$ cat config.mk
export PLATFORM = sky130hd
export DESIGN_NAME = mul_nnbit_shift_arb
export DESIGN_NICKNAME = d
export VERILOG_FILES = /design/src/rtl/mul_nnbit_shift_arb.sv
export SDC_FILE = /design/constraint.sdc
export NUM_CORES = 1
export LEC_CHECK = 0
export BUFFER_PORTS_ARGS = -buffer_cell sky130_fd_sc_hd__buf_4
export CORE_MARGIN = 2
export CORE_UTILIZATION = 50
export CTS_BUF_LIST = sky130_fd_sc_hd__clkbuf_4 sky130_fd_sc_hd__clkbuf_8
export CTS_CLUSTER_SIZE = 25
export DETAILED_ROUTE_END_ITERATION = 8
export MAX_ROUTING_LAYER = met4
export PLACE_DENSITY = 0.81
export SYNTH_ARGS = -nofsm -noshare
export SYNTH_HDL_FRONTEND = slang
export SYNTH_SLANG_ARGS = --single-unit
export TNS_END_PERCENT = 30
$ cat constraint.sdc
create_clock -name i_clk -period 4 [get_ports i_clk]
set_input_delay 0.6 -clock i_clk [delete_from_list [all_inputs] [get_ports i_clk]]
set_output_delay 0.6 -clock i_clk [all_outputs]
set_load 0.005 [all_outputs]
$ cat src/rtl/mul_nnbit_shift_arb.sv
// Round-robin arbiter in front of one iterative radix-2 signed shift-add multiplier.
// One operand pair per grant; the product returns tagged with the requester ID.
module mul_nnbit_shift_arb #(
  parameter int DATA_WIDTH = 8,
  parameter int REQ_NUM    = 4,
  parameter int ID_WIDTH   = $clog2(REQ_NUM)
) (
  input  logic                          i_clk,
  input  logic                          i_rst_n,
  input  logic [REQ_NUM-1:0]            i_req_vld,
  input  logic [REQ_NUM*DATA_WIDTH-1:0] i_req_x,
  input  logic [REQ_NUM*DATA_WIDTH-1:0] i_req_y,
  output logic [REQ_NUM-1:0]            o_req_rdy,
  output logic                          o_rsp_vld,
  input  logic                          i_rsp_rdy,
  output logic [ID_WIDTH-1:0]           o_rsp_id,
  output logic [2*DATA_WIDTH-1:0]       o_rsp_res,
  output logic                          o_busy
);

  localparam int PW = 2 * DATA_WIDTH;
  localparam int CW = $clog2(DATA_WIDTH);

  localparam logic [1:0] S_IDLE = 2'd0;
  localparam logic [1:0] S_CALC = 2'd1;
  localparam logic [1:0] S_DONE = 2'd2;

  logic [1:0]            r_state;
  logic [ID_WIDTH-1:0]   r_ptr;
  logic [ID_WIDTH-1:0]   r_id;
  logic [ID_WIDTH-1:0]   r_rsp_id;
  logic [PW-1:0]         r_acc;
  logic [PW-1:0]         r_xs;
  logic [PW-1:0]         r_rsp_res;
  logic [DATA_WIDTH-1:0] r_ys;
  logic [CW-1:0]         r_cnt;
  logic                  r_rsp_vld;

  logic [REQ_NUM-1:0]    w_rot;
  logic [REQ_NUM-1:0]    w_rdy;
  logic [ID_WIDTH-1:0]   w_off;
  logic [ID_WIDTH-1:0]   w_gnt;
  logic [ID_WIDTH-1:0]   w_ptr_nxt;
  logic [ID_WIDTH:0]     w_sum;
  logic                  w_any;
  logic                  w_hs;
  logic                  w_last;
  logic [DATA_WIDTH-1:0] w_x;
  logic [DATA_WIDTH-1:0] w_y;
  logic [PW-1:0]         w_term;
  logic [PW-1:0]         w_acc_nxt;

  // Rotate requests so the pointer sits at bit 0, then take the lowest set bit.
  always_comb begin
    w_rot = REQ_NUM'({i_req_vld, i_req_vld} >> r_ptr);
    w_any = |w_rot;
    w_off = '0;
    for (int j = REQ_NUM - 1; j >= 0; j--) begin
      w_off = w_rot[j] ? ID_WIDTH'(j) : w_off;
    end
    w_sum     = {1'b0, r_ptr} + {1'b0, w_off};
    w_gnt     = (w_sum >= (ID_WIDTH+1)'(REQ_NUM)) ?
                ID_WIDTH'(w_sum - (ID_WIDTH+1)'(REQ_NUM)) : w_sum[ID_WIDTH-1:0];
    w_ptr_nxt = (w_gnt == ID_WIDTH'(REQ_NUM - 1)) ? '0 : w_gnt + ID_WIDTH'(1);
    w_rdy     = (w_any && (r_state == S_IDLE) && i_rst_n) ? (REQ_NUM'(1) << w_gnt) : '0;
    w_hs      = |(w_rdy & i_req_vld);
  end

  // Operand select for the grantee.
  always_comb begin
    w_x = '0;
    w_y = '0;
    for (int k = 0; k < REQ_NUM; k++) begin
      w_x = (w_gnt == ID_WIDTH'(k)) ? i_req_x[k*DATA_WIDTH +: DATA_WIDTH] : w_x;
      w_y = (w_gnt == ID_WIDTH'(k)) ? i_req_y[k*DATA_WIDTH +: DATA_WIDTH] : w_y;
    end
  end

  // The multiplier MSB carries negative weight, so the last step subtracts.
  always_comb begin
    w_last    = (r_cnt == CW'(DATA_WIDTH - 1));
    w_term    = r_ys[0] ? r_xs : '0;
    w_acc_nxt = w_last ? (r_acc - w_term) : (r_acc + w_term);
  end

  // Sequencer FSM, pointer and datapath registers.
  always_ff @(posedge i_clk) begin
    if (!i_rst_n) begin
      r_state   <= S_IDLE;
      r_ptr     <= '0;
      r_id      <= '0;
      r_rsp_id  <= '0;
      r_acc     <= '0;
      r_xs      <= '0;
      r_ys      <= '0;
      r_cnt     <= '0;
      r_rsp_res <= '0;
      r_rsp_vld <= 1'b0;
    end else begin
      case (r_state)
        S_IDLE: begin
          if (w_hs) begin
            r_state <= S_CALC;
            r_xs    <= {{DATA_WIDTH{w_x[DATA_WIDTH-1]}}, w_x};
            r_ys    <= w_y;
            r_id    <= w_gnt;
            r_ptr   <= w_ptr_nxt;
            r_acc   <= '0;
            r_cnt   <= '0;
          end
        end
        S_CALC: begin
          r_xs  <= r_xs << 1;
          r_ys  <= r_ys >> 1;
          r_cnt <= r_cnt + CW'(1);
          if (w_last) begin
            r_state   <= S_DONE;
            r_rsp_vld <= 1'b1;
            r_rsp_res <= w_acc_nxt;
            r_rsp_id  <= r_id;
          end else begin
            r_acc <= w_acc_nxt;
          end
        end
        S_DONE: begin
          if (i_rsp_rdy) begin
            r_state   <= S_IDLE;
            r_rsp_vld <= 1'b0;
          end
        end
        default: begin
          r_state   <= S_IDLE;
          r_rsp_vld <= 1'b0;
        end
      endcase
    end
  end

  assign o_req_rdy = w_rdy;
  assign o_rsp_vld = r_rsp_vld;
  assign o_rsp_id  = r_rsp_id;
  assign o_rsp_res = r_rsp_res;
  assign o_busy    = (r_state != S_IDLE);

endmodule
==> impl_metrics.json, run 1 <==
{
  "run_status": "complete, no violations",
  "leakage_nw": 2.23,
  "minimum_clock_period_after_layout_ps": 3630,
  "final-max-slew-violation-count": 0,
  "max_cap_viols": 0,
  "cp_data_arrival_time_ps": 3880,
  "power_density_mw_per_mm2": 993,
  "detail_route.iter0.violations": 279,
  "clock.fmax_ghz": 0.276,
  "synth.cell_area_mm2": 0.00456,
  "remaining_drc_errors": 0,
  "setup_viol": 0,
  "r2r_end": "o_rsp_res[14]",
  "register_bit_count_reported_by_yosys": 68,
  "cts_sinks": 68,
  "port_buffers": 94,
  "antennaDiodeCount": 0,
  "vias": 4788,
  "gp_routability_congestion": 0.955,
  "drt_pass1_iterations": 5,
  "post_route_ant_nets": 0,
  "clock_slew_at_reported_path_ffs_ps": 80,
  "timing.critical_path.from": "r_cnt[0]",
  "crit_path_top_delay_cell": "sky130_fd_sc_hd__ha_1",
  "multi_input_comb_area_mm2": 0.00298,
  "syn-num-nets": 694,
  "global_route.overflow_total": 0,
  "grt_first_pass_wirelength_um": 20600,
  "track_usage_pct": 25.8,
  "post_layout_net_count": 768,
  "critical_path.max_fanout": 22,
  "rr_startpoint": "r_cnt[0]",
  "synth_enable_flop_cells": 0,
  "placementRows": 34,
  "clock_tree_root_buffer_cell": "sky130_fd_sc_hd__clkbuf_8",
  "path_class": "reg2reg",
  "timing.reg2reg.setup_slack_ps": 370,
  "synthToLayoutAreaGrowth_pct": 21.4,
  "ios": 95,
  "worst_ir_drop_vdd_mv": 0.629,
  "fin_skew_ps": 11.7,
  "layout-drive-gt1-share_pct": 19.5,
  "critical_path.max_stage_delay_ps": 590,
  "wl_per_cell_um": 15.6,
  "floorplan.initialDensity_pct": 51.8,
  "floorplan.core_area_mm2": 0.00881,
  "n_fill_cell": 758,
  "critical_path.startpoint_type": "register",
  "resized_after_cts": 0,
  "synth_instances": 599,
  "synthesis.yosys.warnings": 0,
  "min-delay-path-class": "reg2reg",
  "ys_async_sr_fraction_pct": 0,
  "clock_insertion_delay_worst_skew_ps": 360,
  "min_from": "o_rsp_res[3]",
  "clockBufferDepth": 2,
  "synth.distinct_cells": 61,
  "number_of_post_cts_setup_repair_buffers": 0,
  "cts-htree-levels": 3,
  "synth_sequential_area_ratio_pct": 29.8,
  "fin_crit_sh_pct": 90.7,
  "cts_tree": "done",
  "crit_path_end_kind": "register",
  "grt_start_max_net_pins": 39,
  "ff2ff_path_depth": 11,
  "p_total_w": 0.00550,
  "worst_path_most_repeated_cell": "sky130_fd_sc_hd__ha_1",
  "setup-tns-final_ps": 0,
  "finalWirelength_um": 12300,
  "ys.flop_type": "sky130_fd_sc_hd__dfxtp_1",
  "ctsHoldBuffers": 0,
  "ff_latch_area_mm2": 0.00136,
  "grt_antenna_before_repair": 0,
  "hold_violations": 0,
  "via_count_of_the_first_global_routing_pass": 4571,
  "required_ps": 4250,
  "die_area_mm2": 0.00990,
  "critical_path.cell_chain": "ha_1 -> ha_1 -> nor2_1 -> xor2_1 -> nand2_1 -> ha_1 -> and3_1 -> a221oi_2 -> a22oi_2 -> a311o_1 -> a211o_1",
  "worst_pin_slew_ps": 838,
  "unrepaired_setup_endpoints_after_global_routing": "no",
  "critical_path.endpoint": "o_rsp_res[14]",
  "die-width_um": 99.5,
  "cts_inserted_buffers": 9,
  "max_slew_margin_pct": 44.1,
  "route.detailed.vias_per_inst": 6.09,
  "die-height_um": 99.5,
  "synthesis.area_per_instance_um2": 7.62,
  "detailed_place_hpwl_um": 9080
}
## cell type report
class | instances | area share, %
inverter | 13 | 0.881
tap | 108 | 2.44
clock buffer | 9 | 2.24
multi-input combinational | 476 | 53.9
sequential | 68 | 24.6
timing repair buffer | 105 | 14.2
clock inverter | 7 | 1.78
## worst max-delay path, delay by kind of cell, from the launching register on
family / cells / cell delay [ps]
AO/OA/AOI/OAI: 4 / 1320
XOR/XNOR: 1 / 210
adder cells (fa/ha/maj): 3 / 1110
flip-flops: 1 / 380
AND/OR/NAND/NOR: 3 / 520
## cell usage after synthesis (all sizes together) (13+ instances only)
| cell | n | area share (%) |
|---|---|---|
| a21oi | 44 | 4.8 |
| a221oi | 18 | 3.7 |
| and2 | 13 | 1.8 |
| clkbuf | 33 | 2.7 |
| dfxtp | 68 | 30 |
| ha | 23 | 6.3 |
| inv | 13 | 1.1 |
| nand2 | 83 | 6.8 |
| nand3 | 22 | 2.4 |
| nor2 | 39 | 3.3 |
| nor2b | 20 | 2.7 |
| nor3 | 15 | 1.6 |
| o21ai | 49 | 5.4 |
## sequential cells by signal, summed over array words and instances, names as in the netlist
name / flops
r_id: 2
o_rsp_res: 16
r_cnt: 3
o_rsp_id: 2
r_ys: 8
r_acc: 16
r_xs: 16
r_ptr: 2
o_rsp_vld: 1
r_state: 2
## through the flow
stage / cells / instance area (µm²) / util, % / hold WS [ps] / setup slack, ps
floorplan: 599 / 4560 / - / 432 / 422
global placement: 770 / 5320 / 60.4 / 446 / 502
detailed placement: 770 / 5320 / 60.4 / 447 / 325
CTS: 786 / 5540 / 62.9 / 458 / 423
global route: 786 / 5540 / 62.9 / 485 / 73.4
finish: 786 / 5540 / 62.9 / 457 / 370
## where the power goes
part	switching [W]	leakage, nW	internal (W)
sequential	0.000221	0.551	0.000867
clock	0.000296	0.110	0.000355
combinational	0.00218	1.57	0.00158
## cells in the final DEF, fill, tap and decap left out, types with 12 or more instances in the layout
cell type and instances:
sky130_fd_sc_hd__and2_1 13, sky130_fd_sc_hd__nor3_1 15, sky130_fd_sc_hd__nor2_1 38, sky130_fd_sc_hd__o21ai_0 47, sky130_fd_sc_hd__ha_1 23, sky130_fd_sc_hd__a221oi_1 16
sky130_fd_sc_hd__dfxtp_1 68, sky130_fd_sc_hd__nor2b_1 20, sky130_fd_sc_hd__a21oi_1 44, sky130_fd_sc_hd__nand2_1 83, sky130_fd_sc_hd__buf_4 105, sky130_fd_sc_hd__o21a_1 12
sky130_fd_sc_hd__nand3_1 22, sky130_fd_sc_hd__inv_1 13
## worst min-delay path by stage
stage,end,depth (start not counted)
2_1_floorplan,r_acc[10],2
3_3_place_gp,r_acc[14],2
3_5_place_dp,o_rsp_res[3],2
4_1_cts,o_rsp_res[3],2
5_1_grt,r_id[0],2
6_report,o_rsp_res[3],2
## routing by layer
layer	part of all wire, %	up-vias	GRT usage, %	routed length, µm
met5	0	-	-	0
met4	1.9	0	8.22	235
met3	5.4	28	5.97	661
met2	48	165	42.7	5930
met1	44	2259	31.3	5460
li1	-	2336	-	-
## logic make-up (layout without fill, tap and decap cells)
group                    count (synthesis)  count (layout)  synth area share [%]
XOR/XNOR                                19              19                  3.65
AO/OA/AOI/OAI                          200             200                  29.7
AND/OR/NAND/NOR                        230             230                  24.7
multiplexers                             2               2                 0.439
buffers and inverters                   55             134                  4.74
adder cells (fa/ha/maj)                 25              25                  6.97
flip-flops                              68              68                  29.8
(Power assumes the default switching activity.)
==> run 2, diff against run 1 <==
CORE_UTILIZATION = 55   (was 50)
PLACE_DENSITY = 0.87   (was 0.81)
SKIP_CTS_REPAIR_TIMING = 1   (was not set)
==> run 2 against run 1 <==
Against the previous run: combinational power rose by 2%; register-to-register slack improved by 70 ps; die area fell by 8.7%; first-iteration DRC count rose by 13%; critical path type unchanged; sequential share of layout area fell by 0.23 points; fmax rose by 2.0%; largest power group unchanged; clock skew rose by 4.5 ps.
==> impl_metrics.json, run 2 (same netlist as run 1, synthesis figures left out) <==
{
  "synthToLayoutAreaGrowth_pct": 22.6,
  "critical_path.max_fanout": 15,
  "minimum_clock_period_after_layout_ps": 3560,
  "post_layout_net_count": 769,
  "dpl-instance-area_mm2": 0.00532,
  "gp_routability_congestion": 0.938,
  "die_area_mm2": 0.00904,
  "port_buffers": 94,
  "grt_first_pass_wirelength_um": 21000,
  "final_cell_mix": "sky130_fd_sc_hd__buf_4, sky130_fd_sc_hd__nand2_1, sky130_fd_sc_hd__dfxtp_1, sky130_fd_sc_hd__o21ai_0, sky130_fd_sc_hd__a21oi_1",
  "track_usage_pct": 29.8,
  "max_slew_margin_pct": 45.3,
  "cts_tree": "done",
  "unrepaired_setup_endpoints_after_global_routing": "no",
  "fin_crit_sh_pct": 88.9,
  "critical_path.startpoint_type": "register",
  "die-width_um": 95.1,
  "crit_path_end_kind": "register",
  "cts-htree-levels": 3,
  "cts_inserted_buffers": 9,
  "clock.fmax_ghz": 0.281,
  "remaining_drc_errors": 0,
  "hold_violations": 0,
  "global_route.overflow_total": 0,
  "via_count_of_the_first_global_routing_pass": 4617,
  "run_status": "complete, no violations",
  "leakage_nw": 2.26,
  "power_density_mw_per_mm2": 1020,
  "antennaDiodeCount": 0,
  "net-switching-power_w": 0.00278,
  "floorplan.core_area_mm2": 0.00813,
  "grt_antenna_before_repair": 0,
  "power_frac_seq_pct": 19.2,
  "clock_tree_root_buffer_cell": "sky130_fd_sc_hd__clkbuf_8",
  "cp_data_arrival_time_ps": 3780,
  "final_core_utilization_pct": 68.7,
  "worst_ir_drop_vdd_mv": 0.660,
  "die-height_um": 95.1,
  "worst_pin_slew_ps": 820,
  "required_ps": 4230,
  "placementRows": 33,
  "placement.setup.worst_slack_ps": 288,
  "min-delay-path-class": "reg2reg",
  "drt_pass1_iterations": 5,
  "cts_sinks": 68,
  "place.detailed.instances": 768,
  "layout-drive-gt1-share_pct": 19.6,
  "finalWirelength_um": 12800,
  "clock_slew_at_reported_path_ffs_ps": 90,
  "post_route_ant_nets": 0,
  "clock_insertion_delay_worst_skew_ps": 360,
  "ios": 95,
  "power_frac_comb_pct": 67.3,
  "finalNonFillerCells": 784,
  "commonest_non_fill_non_tap_cell_in_the_layout": "sky130_fd_sc_hd__buf_4",
  "final-max-slew-violation-count": 0,
  "share_clk_of_total_power_pct": 13.5,
  "vias": 4864,
  "path_class": "reg2reg",
  "clockBufferDepth": 2,
  "max_cap_viols": 0,
  "detailed_place_hpwl_um": 9400,
  "floorplan.initialDensity_pct": 56.1,
  "sw_frac_of_total_pct": 48.7,
  "stdcell_area_mm2": 0.00559,
  "detail_route.iter0.violations": 314,
  "setup_viol": 0,
  "route.detailed.vias_per_inst": 6.20,
  "wl_per_cell_um": 16.3,
  "final_critical_path_setup_slack_ps": 443,
  "setup-tns-final_ps": 0,
  "fin_skew_ps": 16.2,
  "internal_power_w": 0.00293,
  "grt_start_max_net_pins": 39
}
-- run 2: final timing paths --
kind	start	end	slack, ps	cells after the start
max	r_cnt[0]	r_acc[12]	440	13
min	r_id[0]	o_rsp_id[0]	440	2
max reg2reg	r_cnt[0]	r_acc[12]	440	13
min reg2reg	r_id[0]	o_rsp_id[0]	440	2
-- run 2: metrics by stage --
step / hold slack [ps] / total power, W
floorplan: 432 / 0.00394
global placement: 442 / 0.00468
detailed placement: 449 / 0.00482
CTS: 455 / 0.00561
global route: 484 / 0.00613
finish: 445 / 0.00570
-- run 2: cell type report --
type | count | area (µm²)
clock inverter | 7 | 146
clock buffer | 9 | 124
tap | 105 | 131
sequential | 68 | 1360
fill | 663 | 2540
multi-input combinational | 476 | 2980
timing repair buffer | 106 | 796
inverter | 13 | 48.8
-- run 2: routing by layer --
layer  wire (µm)  vias up  global-route usage, %
met5           0        -                      -
met4         512        0                   14.5
met3         924       54                   5.30
met2        6100      231                   49.1
met1        5260     2232                   35.2
li1            -     2347                      -
-- run 2: power groups by stage --
stage	Clock [W]	Sequential, W	Combinational [W]
2_1_floorplan	0	0.00102	0.00292
3_3_place_gp	0	0.00109	0.00359
3_5_place_dp	0	0.00110	0.00372
4_1_cts	0.000773	0.00108	0.00376
5_1_grt	0.000801	0.00111	0.00422
6_report	0.000772	0.00109	0.00384
-- run 2: critical path, stage by stage, from the launching register on --
cell and delay, ps:
sky130_fd_sc_hd__dfxtp_1 330, sky130_fd_sc_hd__ha_1 200, sky130_fd_sc_hd__ha_1 350, sky130_fd_sc_hd__nand2b_1 250, sky130_fd_sc_hd__a21oi_1 240, sky130_fd_sc_hd__o21ai_0 120
sky130_fd_sc_hd__o21ai_0 140, sky130_fd_sc_hd__ha_1 380, sky130_fd_sc_hd__a21o_1 240, sky130_fd_sc_hd__a2111oi_0 470, sky130_fd_sc_hd__a221oi_1 220, sky130_fd_sc_hd__a21oi_1 230
sky130_fd_sc_hd__xnor2_1 140, sky130_fd_sc_hd__o21ai_0 110
==> run 3, diff against run 2 <==
==> constraint.sdc (replaced) <==
create_clock -name i_clk -period 4 [get_ports i_clk]
set_input_delay 0.2 -clock i_clk [delete_from_list [all_inputs] [get_ports i_clk]]
set_output_delay 0.2 -clock i_clk [all_outputs]
set_load 0.005 [all_outputs]
==> run 3 against run 2 <==
Against the previous run: clock skew shrank 1.3 ps; final cell count is 0.38% lower; clock power is 22% lower; largest cell class unchanged; via count shrank 0.41%; wire length increased by 2.0%; largest power group unchanged; fmax is 0.76% lower.
==> impl_metrics.json, run 3 (same netlist as run 1, synthesis figures left out) <==
{
  "max_cap_viols": 0,
  "critical_path.startpoint_type": "register",
  "ios": 95,
  "route.detailed.vias_per_inst": 6.20,
  "final_cell_mix": "sky130_fd_sc_hd__buf_4, sky130_fd_sc_hd__nand2_1, sky130_fd_sc_hd__dfxtp_1, sky130_fd_sc_hd__o21ai_0, sky130_fd_sc_hd__a21oi_1",
  "grt_first_pass_wirelength_um": 21600,
  "clockBufferDepth": 2,
  "timing.critical_path.from": "r_cnt[0]",
  "clock_slew_at_reported_path_ffs_ps": 90,
  "vias": 4844,
  "dr.max_layer_used": "met4",
  "hold_path_end": "r_state[1]",
  "global_route.overflow_total": 0,
  "commonest_non_fill_non_tap_cell_in_the_layout": "sky130_fd_sc_hd__buf_4",
  "run_status": "complete, no violations",
  "ff2ff_path_depth": 12,
  "worst_ir_drop_vdd_mv": 0.777,
  "required_ps": 4280,
  "drt_pass1_iterations": 5,
  "clock.fmax_ghz": 0.279,
  "cts_sinks": 68,
  "post_route_ant_nets": 0,
  "track_usage_pct": 31.0,
  "hold_violations": 0,
  "worst_path_most_repeated_cell": "sky130_fd_sc_hd__ha_1",
  "placementRows": 33,
  "final-max-slew-violation-count": 0,
  "wl_met3_um": 855,
  "critical_path.max_stage_delay_ps": 600,
  "whs_ps": 113,
  "via_count_of_the_first_global_routing_pass": 4474,
  "n_fill_cell": 666,
  "fin_crit_sh_pct": 89.6,
  "remaining_drc_errors": 0,
  "die-height_um": 95.1,
  "critical_path.max_fanout": 22,
  "critical_path.cell_chain": "ha_1 -> ha_1 -> nand2b_1 -> a21oi_1 -> o21ai_0 -> o21ai_0 -> ha_1 -> a21o_1 -> a2111oi_0 -> a221oi_1 -> o41a_1 -> a31oi_1",
  "p_total_w": 0.00549,
  "wl_per_cell_um": 16.7,
  "fin_skew_ps": 14.9,
  "worst_pin_slew_ps": 795,
  "rr_startpoint": "r_cnt[0]",
  "crit_path_top_delay_cell": "sky130_fd_sc_hd__ha_1",
  "setup-tns-final_ps": 0,
  "detailroute.wirelength.met2_um": 6330,
  "path_class": "reg2reg",
  "floorplan.core_area_mm2": 0.00813,
  "clock_tree_root_buffer_cell": "sky130_fd_sc_hd__clkbuf_8",
  "detail_route.iter0.violations": 269,
  "hold_depth": 4,
  "post_layout_net_count": 766,
  "detailed_place_hpwl_um": 9290,
  "minimum_clock_period_after_layout_ps": 3580,
  "layout-drive-gt1-share_pct": 19.4,
  "cts_inserted_buffers": 9,
  "grt_antenna_before_repair": 0,
  "cts-htree-levels": 3,
  "clock_insertion_delay_worst_skew_ps": 360,
  "max_slew_margin_pct": 47.0,
  "antennaDiodeCount": 0,
  "gp_routability_congestion": 0.916,
  "wl_met1_um": 5460,
  "port_buffers": 94,
  "die_area_mm2": 0.00904,
  "crit_path_end_kind": "register",
  "finalWirelength_um": 13100,
  "r2r_end": "o_rsp_res[12]",
  "power_density_mw_per_mm2": 997,
  "cts_tree": "done",
  "setup_viol": 0,
  "die-width_um": 95.1,
  "unrepaired_setup_endpoints_after_global_routing": "no",
  "synthToLayoutAreaGrowth_pct": 20.8,
  "cp_data_arrival_time_ps": 3860,
  "min-delay-path-class": "in2reg",
  "timing.reg2reg.setup_slack_ps": 420,
  "grt_start_max_net_pins": 39,
  "leakage_nw": 2.21,
  "min_from": "i_rsp_rdy",
  "floorplan.initialDensity_pct": 56.1
}
==> run 3: cell count changes in the layout (fill, tap and decap cells not counted), sizes merged <==
cell | previous run | this run
buf | 106 | 103
clkinv | 2 | 1
clkinvlp | 0 | 2
clkbuf | 9 | 10
inv | 14 | 15
bufinv | 4 | 1
==> run 3: per-stage QoR <==
step	setup WS, ps	utilization [%]	area (µm²)	cells
5_1_grt	7.40	67.7	5510	781
6_report	415	67.7	5510	781
3_3_place_gp	632	65.1	5300	765
2_1_floorplan	422	-	4560	599
4_1_cts	267	67.7	5510	781
3_5_place_dp	363	65.1	5300	765
==> run 3: area by class of cell <==
class | count | area [µm²] | share of cell area (%)
multi-input combinational | 476 | 2990 | 54.2
timing repair buffer | 103 | 773 | 14.0
clock buffer | 10 | 138 | 2.50
inverter | 13 | 48.8 | 0.886
clock inverter | 6 | 71.3 | 1.29
sequential | 68 | 1360 | 24.7
tap | 105 | 131 | 2.38
==> run 3: power breakdown <==
part | switching, W | internal, W
combinational | 0.00223 | 0.00156
sequential | 0.000232 | 0.000867
clock | 0.000293 | 0.000310
==> run 3: layer usage <==
layer / up-vias / GRT usage (%)
met1: 2236 / 38.5
met5: - / -
met2: 220 / 49.6
met4: 0 / 12.3
li1: 2347 / -
met3: 41 / 5.93
==> run 3: worst max path at each step <==
stage / end / slack (ps) / depth (start not counted)
floorplan: o_rsp_res[14] / 420 / 14
global placement: r_acc[13] / 630 / 11
detailed placement: r_xs[1] / 360 / 13
CTS: r_xs[3] / 270 / 13
global route: o_rsp_res[12] / 7 / 12
finish: o_rsp_res[12] / 420 / 12
==> run 3: critical path: cells and delay by family (launching register included) <==
family          cells  cell delay (ps)
fa+ha+maj           3             1150
compound gates      8             1750
flops               1              360
simple gates        1              240
